===== config.mk =====
export PLATFORM = sky130hd
export DESIGN_NAME = i2c_master_burst
export DESIGN_NICKNAME = d
export VERILOG_FILES = /design/src/rtl/i2c_master_burst.sv
export SDC_FILE = /design/constraint.sdc
export NUM_CORES = 1
export LEC_CHECK = 0
export CAP_MARGIN = 20
export CORE_MARGIN = 2
export CORE_UTILIZATION = 49
export CTS_CLUSTER_DIAMETER = 150
export DETAILED_ROUTE_END_ITERATION = 8
export GPL_TIMING_DRIVEN = 0
export PLACE_DENSITY = 0.77
export SLEW_MARGIN = 40
export SYNTH_ARGS = -nofsm -noshare
export SYNTH_HDL_FRONTEND = slang
export SYNTH_SLANG_ARGS = --single-unit

===== constraint.sdc =====
create_clock -name clk -period 1.9 [get_ports clk]
set_input_delay 0.38 -clock clk [delete_from_list [all_inputs] [get_ports clk]]
set_output_delay 0.38 -clock clk [all_outputs]
set_load 0.01 [all_outputs]

===== src/rtl/i2c_master_burst.sv =====
// i2c_master_burst: I2C master that runs START, 7-bit address + R/W, a burst of
// 0..2**LEN_W-1 data bytes with per-byte acknowledge, then STOP.
// Each bit is four quarters of CLK_DIV clocks: q0 SCL low, q1/q2 SCL high, q3 SCL low.
module i2c_master_burst #(
   parameter int CLK_DIV = 4,
   parameter int LEN_W   = 4
) (
   input  logic             clk,
   input  logic             rst,
   input  logic             start,
   input  logic             rw,
   input  logic [6:0]       addr,
   input  logic [LEN_W-1:0] len,
   input  logic [7:0]       wr_data,
   output logic             wr_ready,
   output logic [7:0]       rd_data,
   output logic             rd_valid,
   output logic             busy,
   output logic             done,
   output logic             nack,
   output logic [2:0]       state,
   output logic             sclk,
   input  logic             sda_in,
   output logic             sda_out
);

   typedef enum logic [2:0] {
      S_IDLE     = 3'd0,
      S_START    = 3'd1,
      S_ADDR     = 3'd2,
      S_ADDR_ACK = 3'd3,
      S_WRITE    = 3'd4,
      S_READ     = 3'd5,
      S_DATA_ACK = 3'd6,
      S_STOP     = 3'd7
   } state_t;

   localparam int            CW      = (CLK_DIV > 1) ? $clog2(CLK_DIV) : 1;
   localparam logic [CW-1:0] CNT_MAX = CW'(CLK_DIV - 1);

   state_t           state_q;
   logic [CW-1:0]    cnt_q;
   logic [1:0]       qtr_q;
   logic [2:0]       bit_q;
   logic [7:0]       shift_q;
   logic [LEN_W-1:0] len_q;
   logic             rw_q;
   logic             samp_q;
   logic             wr_ready_q;
   logic [7:0]       rd_data_q;
   logic             rd_valid_q;
   logic             busy_q;
   logic             done_q;
   logic             nack_q;
   logic             sclk_q;
   logic             sda_q;
   logic             tick;

   // Last clock of the current quarter
   assign tick = (cnt_q == CNT_MAX);

   // Sequencer: quarter timing, SCL/SDA generation, shifting and byte accounting
   always_ff @(posedge clk) begin
      if (rst) begin
         state_q    <= S_IDLE;
         cnt_q      <= '0;
         qtr_q      <= '0;
         bit_q      <= '0;
         shift_q    <= '0;
         len_q      <= '0;
         rw_q       <= 1'b0;
         samp_q     <= 1'b1;
         wr_ready_q <= 1'b0;
         rd_data_q  <= '0;
         rd_valid_q <= 1'b0;
         busy_q     <= 1'b0;
         done_q     <= 1'b0;
         nack_q     <= 1'b0;
         sclk_q     <= 1'b1;
         sda_q      <= 1'b1;
      end else begin
         wr_ready_q <= 1'b0;
         rd_valid_q <= 1'b0;
         done_q     <= 1'b0;
         if (state_q == S_IDLE) begin
            cnt_q <= '0;
            qtr_q <= '0;
            if (start) begin
               state_q <= S_START;
               busy_q  <= 1'b1;
               nack_q  <= 1'b0;
               rw_q    <= rw;
               len_q   <= len;
               shift_q <= {addr, rw};
               bit_q   <= '0;
               sclk_q  <= 1'b1;
               sda_q   <= 1'b1;
            end
         end else begin
            cnt_q <= tick ? '0 : cnt_q + CW'(1);
            if (tick) begin
               qtr_q <= qtr_q + 2'd1;
               // End of q2: sample the bus; read bytes assemble here
               if (qtr_q == 2'd2) begin
                  samp_q <= sda_in;
                  if (state_q == S_READ) begin
                     shift_q <= {shift_q[6:0], sda_in};
                     if (bit_q == 3'd7) begin
                        rd_data_q  <= {shift_q[6:0], sda_in};
                        rd_valid_q <= 1'b1;
                     end
                  end
               end
               case (qtr_q)
                  2'd0: sclk_q <= 1'b1;
                  2'd1: begin
                     // START/STOP are the only places SDA moves with SCL high
                     if (state_q == S_START) sda_q <= 1'b0;
                     if (state_q == S_STOP)  sda_q <= 1'b1;
                  end
                  2'd2: if (state_q != S_STOP) sclk_q <= 1'b0;
                  default: begin
                     // Bit boundary: pick the next bit and put its SDA level out in q0
                     case (state_q)
                        S_START: begin
                           state_q <= S_ADDR;
                           bit_q   <= '0;
                           sda_q   <= shift_q[7];
                        end
                        S_ADDR, S_WRITE: begin
                           bit_q <= bit_q + 3'd1;
                           if (bit_q == 3'd7) begin
                              state_q <= (state_q == S_ADDR) ? S_ADDR_ACK : S_DATA_ACK;
                              sda_q   <= 1'b1;
                           end else begin
                              shift_q <= {shift_q[6:0], 1'b0};
                              sda_q   <= shift_q[6];
                           end
                        end
                        S_READ: begin
                           bit_q <= bit_q + 3'd1;
                           if (bit_q == 3'd7) begin
                              state_q <= S_DATA_ACK;
                              // ACK (0) while more bytes remain, NACK (1) on the last one
                              sda_q   <= (len_q == LEN_W'(1));
                           end
                        end
                        S_ADDR_ACK: begin
                           bit_q <= '0;
                           if (samp_q) begin
                              nack_q  <= 1'b1;
                              state_q <= S_STOP;
                              sda_q   <= 1'b0;
                           end else if (len_q == '0) begin
                              state_q <= S_STOP;
                              sda_q   <= 1'b0;
                           end else if (rw_q) begin
                              state_q <= S_READ;
                              sda_q   <= 1'b1;
                           end else begin
                              state_q    <= S_WRITE;
                              shift_q    <= wr_data;
                              sda_q      <= wr_data[7];
                              wr_ready_q <= 1'b1;
                           end
                        end
                        S_DATA_ACK: begin
                           bit_q <= '0;
                           if (!rw_q && samp_q) begin
                              nack_q  <= 1'b1;
                              state_q <= S_STOP;
                              sda_q   <= 1'b0;
                           end else begin
                              len_q <= len_q - LEN_W'(1);
                              if (len_q == LEN_W'(1)) begin
                                 state_q <= S_STOP;
                                 sda_q   <= 1'b0;
                              end else if (rw_q) begin
                                 state_q <= S_READ;
                                 sda_q   <= 1'b1;
                              end else begin
                                 state_q    <= S_WRITE;
                                 shift_q    <= wr_data;
                                 sda_q      <= wr_data[7];
                                 wr_ready_q <= 1'b1;
                              end
                           end
                        end
                        S_STOP: begin
                           state_q <= S_IDLE;
                           busy_q  <= 1'b0;
                           done_q  <= 1'b1;
                        end
                        default: state_q <= S_IDLE;
                     endcase
                  end
               endcase
            end
         end
      end
   end

   assign wr_ready = wr_ready_q;
   assign rd_data  = rd_data_q;
   assign rd_valid = rd_valid_q;
   assign busy     = busy_q;
   assign done     = done_q;
   assign nack     = nack_q;
   assign state    = state_q;
   assign sclk     = sclk_q;
   assign sda_out  = sda_q;

endmodule


; ---- After elaboration in Yosys (flattened, before gate mapping)
; Cells that the tools add are included.
[totals]
regBits = 39
out_inout_bits = 18
elab_cells = 154
[classes]
addsub = 4
eq_ne = 24
n_mux = 74
n_bitwise = 4
n_reduce_logical = 32
[ops]
columns = op, count
row1 = $mux W8, 12
row2 = $mux W3, 13
row3 = $mux W1, 33
row4 = $mux W4, 6
row5 = $pmux W8 S3, 1
row6 = $eq A3 B3 Y1 const B, 5
row7 = $pmux W3 S5, 1
row8 = $reduce_and A5 Y1, 3
row9 = $ne A3 B3 Y1 const B, 4
row10 = $reduce_and A4 Y1, 3
row11 = $reduce_and A6 Y1, 2
row12 = $reduce_or A3 Y1, 4
row13 = $reduce_bool A3 Y1, 3
row14 = $pmux W1 S2, 4
row15 = $reduce_bool A7 Y1, 1
row16 = $eq A3 B2 Y1 const B, 2
row17 = $ne A3 B2 Y1 const B, 2
row18 = $pmux W3 S2, 1
row19 = $reduce_bool A2 Y1, 3
row20 = $reduce_or A2 Y1, 3
row21 = $reduce_or A6 Y1, 1
row22 = $pmux W1 S5, 1
row23 = $reduce_or A5 Y1, 1
row24 = $add A2 B1 Y2 const B, 2
row25 = 19 further kinds, 27

; ---- Depth between registers and ports, before layout
; Gate-level depths: netlist (run 1).
[depth]
depth_word = 10
mapped_depth = 9

; ---- Worst setup path after synthesis (run 1)
; Ideal clock, no wire load.
[synth_timing]
path_type = register -> register
from = register len_q[1]
to = register shift_q[1]
setup_ps = 120
arrival_time_ps = 1649
required_time_ps = 1780
path_slack_ps = 131
stages_incl_launch_ff = 9
n_path_buf = 1
synth_period_minus_slack_ps = 1769
path_cell_list = dfxtp_1 -> inv_1 -> ha_1 -> nor3b_1 -> nor3_1 -> o21ba_1 -> buf_2 -> o211a_1 -> o31a_1
[synth_between]
elab_chain_len = 7
word_cells_on_any_way = 10
classes_between = 1 x eq/ne / 8 x mux / 1 x reduce/logical
[synth_lines]
columns = element, line
row1 = "start, declared", 46  ; logic [LEN_W-1:0] len_q;
row2 = "start signal, assigned", 93  ; len_q <= len;
row3 = "start signal, assigned", 174  ; len_q <= len_q - LEN_W'(1);
row4 = $eq A4 B1 Y1 / $logic_not A4 Y1 (equally long branches), "175, 154"
row5 = $mux W8 (on tied branches), "175, 154"
row6 = $mux W8 (on tied branches), "169, 150"
row7 = $pmux W8 S3 (*), 124  ; case (state_q)
row8 = $mux W8 (*), 114  ; case (qtr_q)
row9 = $mux W8 (*), 101  ; if (tick) begin
row10 = $mux W8 (*), 85  ; if (state_q == S_IDLE) begin
row11 = "end signal, assigned", 94  ; shift_q <= {addr, rw};
row12 = "end signal, assigned", 107  ; shift_q <= {shift_q[6:0], sda_in};
row13 = "end signal, assigned", 136  ; shift_q <= {shift_q[6:0], 1'b0};
row14 = "end, declared", 45  ; logic [7:0] shift_q;
; Mark *: on every way between the ends. The rest lies on a longest branch, timed or not. The select of a mux whose other input is x is not followed.
; A chain may end at the register's enable or synchronous reset.

; ---- Worst setup path after layout (run 1)
[layout_timing]
from = register len_q[1]
to = register shift_q[5]
; The elaborated chain is that of the path after synthesis.

==> results of run 1 <==
==> final timing paths <==
check | start | endpoint | cells past startpoint
worst min register to register | bit_q[1] | bit_q[1] | 2
worst max-delay path | len_q[1] | shift_q[5] | 8
worst min-delay path | bit_q[1] | bit_q[1] | 2
worst max register to register | len_q[1] | shift_q[5] | 8
==> timing repair <==
item,4_1_cts,5_1_grt
pin swaps,2,5
resized for setup,12,40
setup buffers,2,2
gates cloned,0,1
endpoints found under the setup margin,28,26
==> flip-flops by register name, summed over array words and instances (netlist names) <==
register and flops:
done 1, bit_q 3, nack 1, rw_q 1, rd_data 8, qtr_q 2
len_q 4, wr_ready 1, samp_q 1, shift_q 8, state 3, sda_out 1
cnt_q 2, rd_valid 1, sclk 1, busy 1
==> cell families after synthesis <==
| group | count (synthesis) |
|---|---|
| flip-flops | 39 |
| AND/OR/NAND/NOR | 123 |
| AO/OA/AOI/OAI | 94 |
| XOR/XNOR | 4 |
| adder cells (fa/ha/maj) | 10 |
| multiplexers | 14 |
| buffers and inverters | 39 |
==> where the power goes <==
| part | internal (mW) | total (mW) | switching (mW) |
|---|---|---|---|
| Sequential | 0.868 | 0.936 | 0.0680 |
| Combinational | 0.255 | 0.546 | 0.291 |
| Clock | 0.391 | 0.713 | 0.322 |
| Total | 1.51 | 2.19 | 0.681 |
==> worst max-delay path: stages (launching register included) <==
cell and delay, ps:
dfxtp_2 340, inv_2 90, ha_4 140, nor3b_4 310
nor3_2 90, o21ba_1 190, buf_4 180, o211a_1 130
o31a_1 270
==> per-layer routing <==
layer  GRT usage, %  share of wire [%]
met1           35.8                 44
met2           44.4                 46
met3           4.12                6.9
met4           9.64                3.2
met5              0                  0
==> final cells by class <==
type | count | area [um2]
buffer | 21 | 151
clock buffer | 5 | 68.8
tap | 70 | 87.6
timing repair buffer | 46 | 472
fill | 444 | 1690
inverter | 13 | 48.8
sequential | 39 | 788
multi-input combinational | 245 | 1790
clock inverter | 3 | 43.8
==> cells in the mapped netlist (all sizes together), types with 4 or more instances <==
cell,number,share of area (%)
a211oi,4,1.1
a21oi,17,3.2
and2,4,1.0
buf,15,4.3
clkbuf,11,1.6
dfxtp,39,30
ha,10,4.8
inv,13,1.9
mux2i,13,4.9
nand2,22,3.1
nand2b,4,0.95
nor2,38,5.4
nor2b,4,0.95
nor3,23,4.6
nor3b,4,1.1
nor4,4,1.5
o2111ai,6,2.0
o211a,5,1.9
o211ai,5,1.4
o21ai,19,3.6
o31a,5,1.7
==> stage by stage <==
| stage | setup TNS (ps) | util [%] |
|---|---|---|
| after floorplan | 0 | - |
| after global placement | -4880 | 60.8 |
| after detailed placement | -5220 | 60.8 |
| after CTS | 0 | 63.8 |
| after global routing | -21.9 | 67.2 |
| final | 0 | 67.2 |
==> results_dict.tcl, run 1 <==
set metrics [dict create \
    via_count 2765 \
    synthXorXnorAreaFrac_pct 1.33 \
    placed_area_mm2 0.00313 \
    finalClockSkew_ps 7.30 \
    final_common_cell "clkdlybuf4s50_1" \
    drc 0 \
    start_util_pct 51.1 \
    synth_top_family_by_area "compound AO/OA/AOI/OAI gates" \
    io_buffers 41 \
    holdBufCountCts 0 \
    htreeDepth 2 \
    yosys_register_bits 39 \
    dp_hpwl_um 5460 \
    ant_nets 0 \
    p_total_mw 2.19 \
    rsz0062_at_grt "yes" \
    finalHoldViolations 0 \
    first_iter_violations 306 \
    worst_slack_ps 66.9 \
    insertion_delay_ps 300 \
    design_area_mm2 0.00345 \
    synthMuxAreaShare_pct 5.38 \
    cts_tree "done" \
    arrival_ps 2030 \
    wl_per_cell_um 18.0 \
    synth_cell_types 65 \
    syn_inst 323 \
    routed_wl_um 7970 \
    post-place-ws_ps -249 \
    cts.sinks 39 \
    synth-seq-area-share_pct 29.7 \
    drive_gt1_share_pct 19.1 \
    slew_headroom_pct 62.3 \
    p_per_area_mw_per_mm2 635 \
    critPathKind "flop to flop" \
    dieArea_mm2 0.00597 \
    whs_ps 474 \
    clkTransAtPathRegs_ps 80 \
    max-cap-violations 0 \
    synth-simple-area-share_pct 24.8 \
    grt_pass1_vias 2634 \
    fin_crit_sh_pct 96.5 \
    async_reset_ff_share_pct 0 \
    netlist_area_mm2 0.00263 \
    critPathRequiredTime_ps 2100 \
    synth_edf_count 0 \
    cp-start-kind "flop" \
    setup_viol 0 \
    fin_crit_ps 1830 \
    area_growth_pct 31.4 \
    drt_first_pass_iters 5 \
    cts_buffers 5 \
    viasPerCell 6.26 \
    crit_fanout 9 \
    placeableCoreArea_mm2 0.00514 \
    grt_max_degree 14 \
    peakVddDrop_mv 0.504 \
    yosysWarnings 0 \
    cts.path.max_buffers 2 \
    min_path_type "flop to flop" \
    grt_pass1_wl_um 12900 \
    fmax_mhz 546 \
    critPathCaptureType "flop" \
    synthAdderAreaFrac_pct 4.76 \
    worst_pin_slew_ps 564 \
    die_h_um 77.2 \
    die_x_um 77.2 \
    core.rowCount 26 \
    antenna_found_initial 0 \
    synth-compound-area-share_pct 26.3 \
    rrSetupSlack_ps 70 \
    grt.overflow.total 0 \
    final_cell_mix "40 x clkdlybuf4s50_1, 38 x nor2_1, 33 x dfxtp_1, 21 x nand2_1, 18 x nor3_1" \
    syn_nets 357 \
    status "complete, no violations" \
    syn_avg_cell_area_um2 8.14 \
    fin_cells 442 \
    gp_congestion 0.882 \
    insertedDiodeCount 0 \
    p_leak_nw 1.34 \
    grt_util_all_layers_pct 27.0 \
    maxSlewViolCount 0 \
    dp.cells 434 \
    synth_flop_cell "dfxtp_1" \
    nNetsFinal 405 \
    io_pins 42 \
    clockRootBuffer "clkbuf_8" \
]
No activity file was read; power rests on OpenSTA's default activity.
==> run 2, diff against run 1 <==
--- a/config.mk
+++ b/config.mk
@@ -12,7 +12,6 @@
 export DETAILED_ROUTE_END_ITERATION = 8
 export GPL_TIMING_DRIVEN = 0
 export PLACE_DENSITY = 0.77
-export SLEW_MARGIN = 40
 export SYNTH_ARGS = -nofsm -noshare
 export SYNTH_HDL_FRONTEND = slang
 export SYNTH_SLANG_ARGS = --single-unit
==> results of run 2 <==
Final layout, timing and power as in run 1 (identical DEF).
==> run 3, diff against run 2 <==
--- a/config.mk
+++ b/config.mk
@@ -5,6 +5,7 @@
 export SDC_FILE = /design/constraint.sdc
 export NUM_CORES = 1
 export LEC_CHECK = 0
+export ABC_CLOCK_PERIOD_IN_PS = 1900
 export CAP_MARGIN = 20
 export CORE_MARGIN = 2
 export CORE_UTILIZATION = 49
==> results of run 3 <==
Final layout, timing and power as in run 1 (identical DEF).
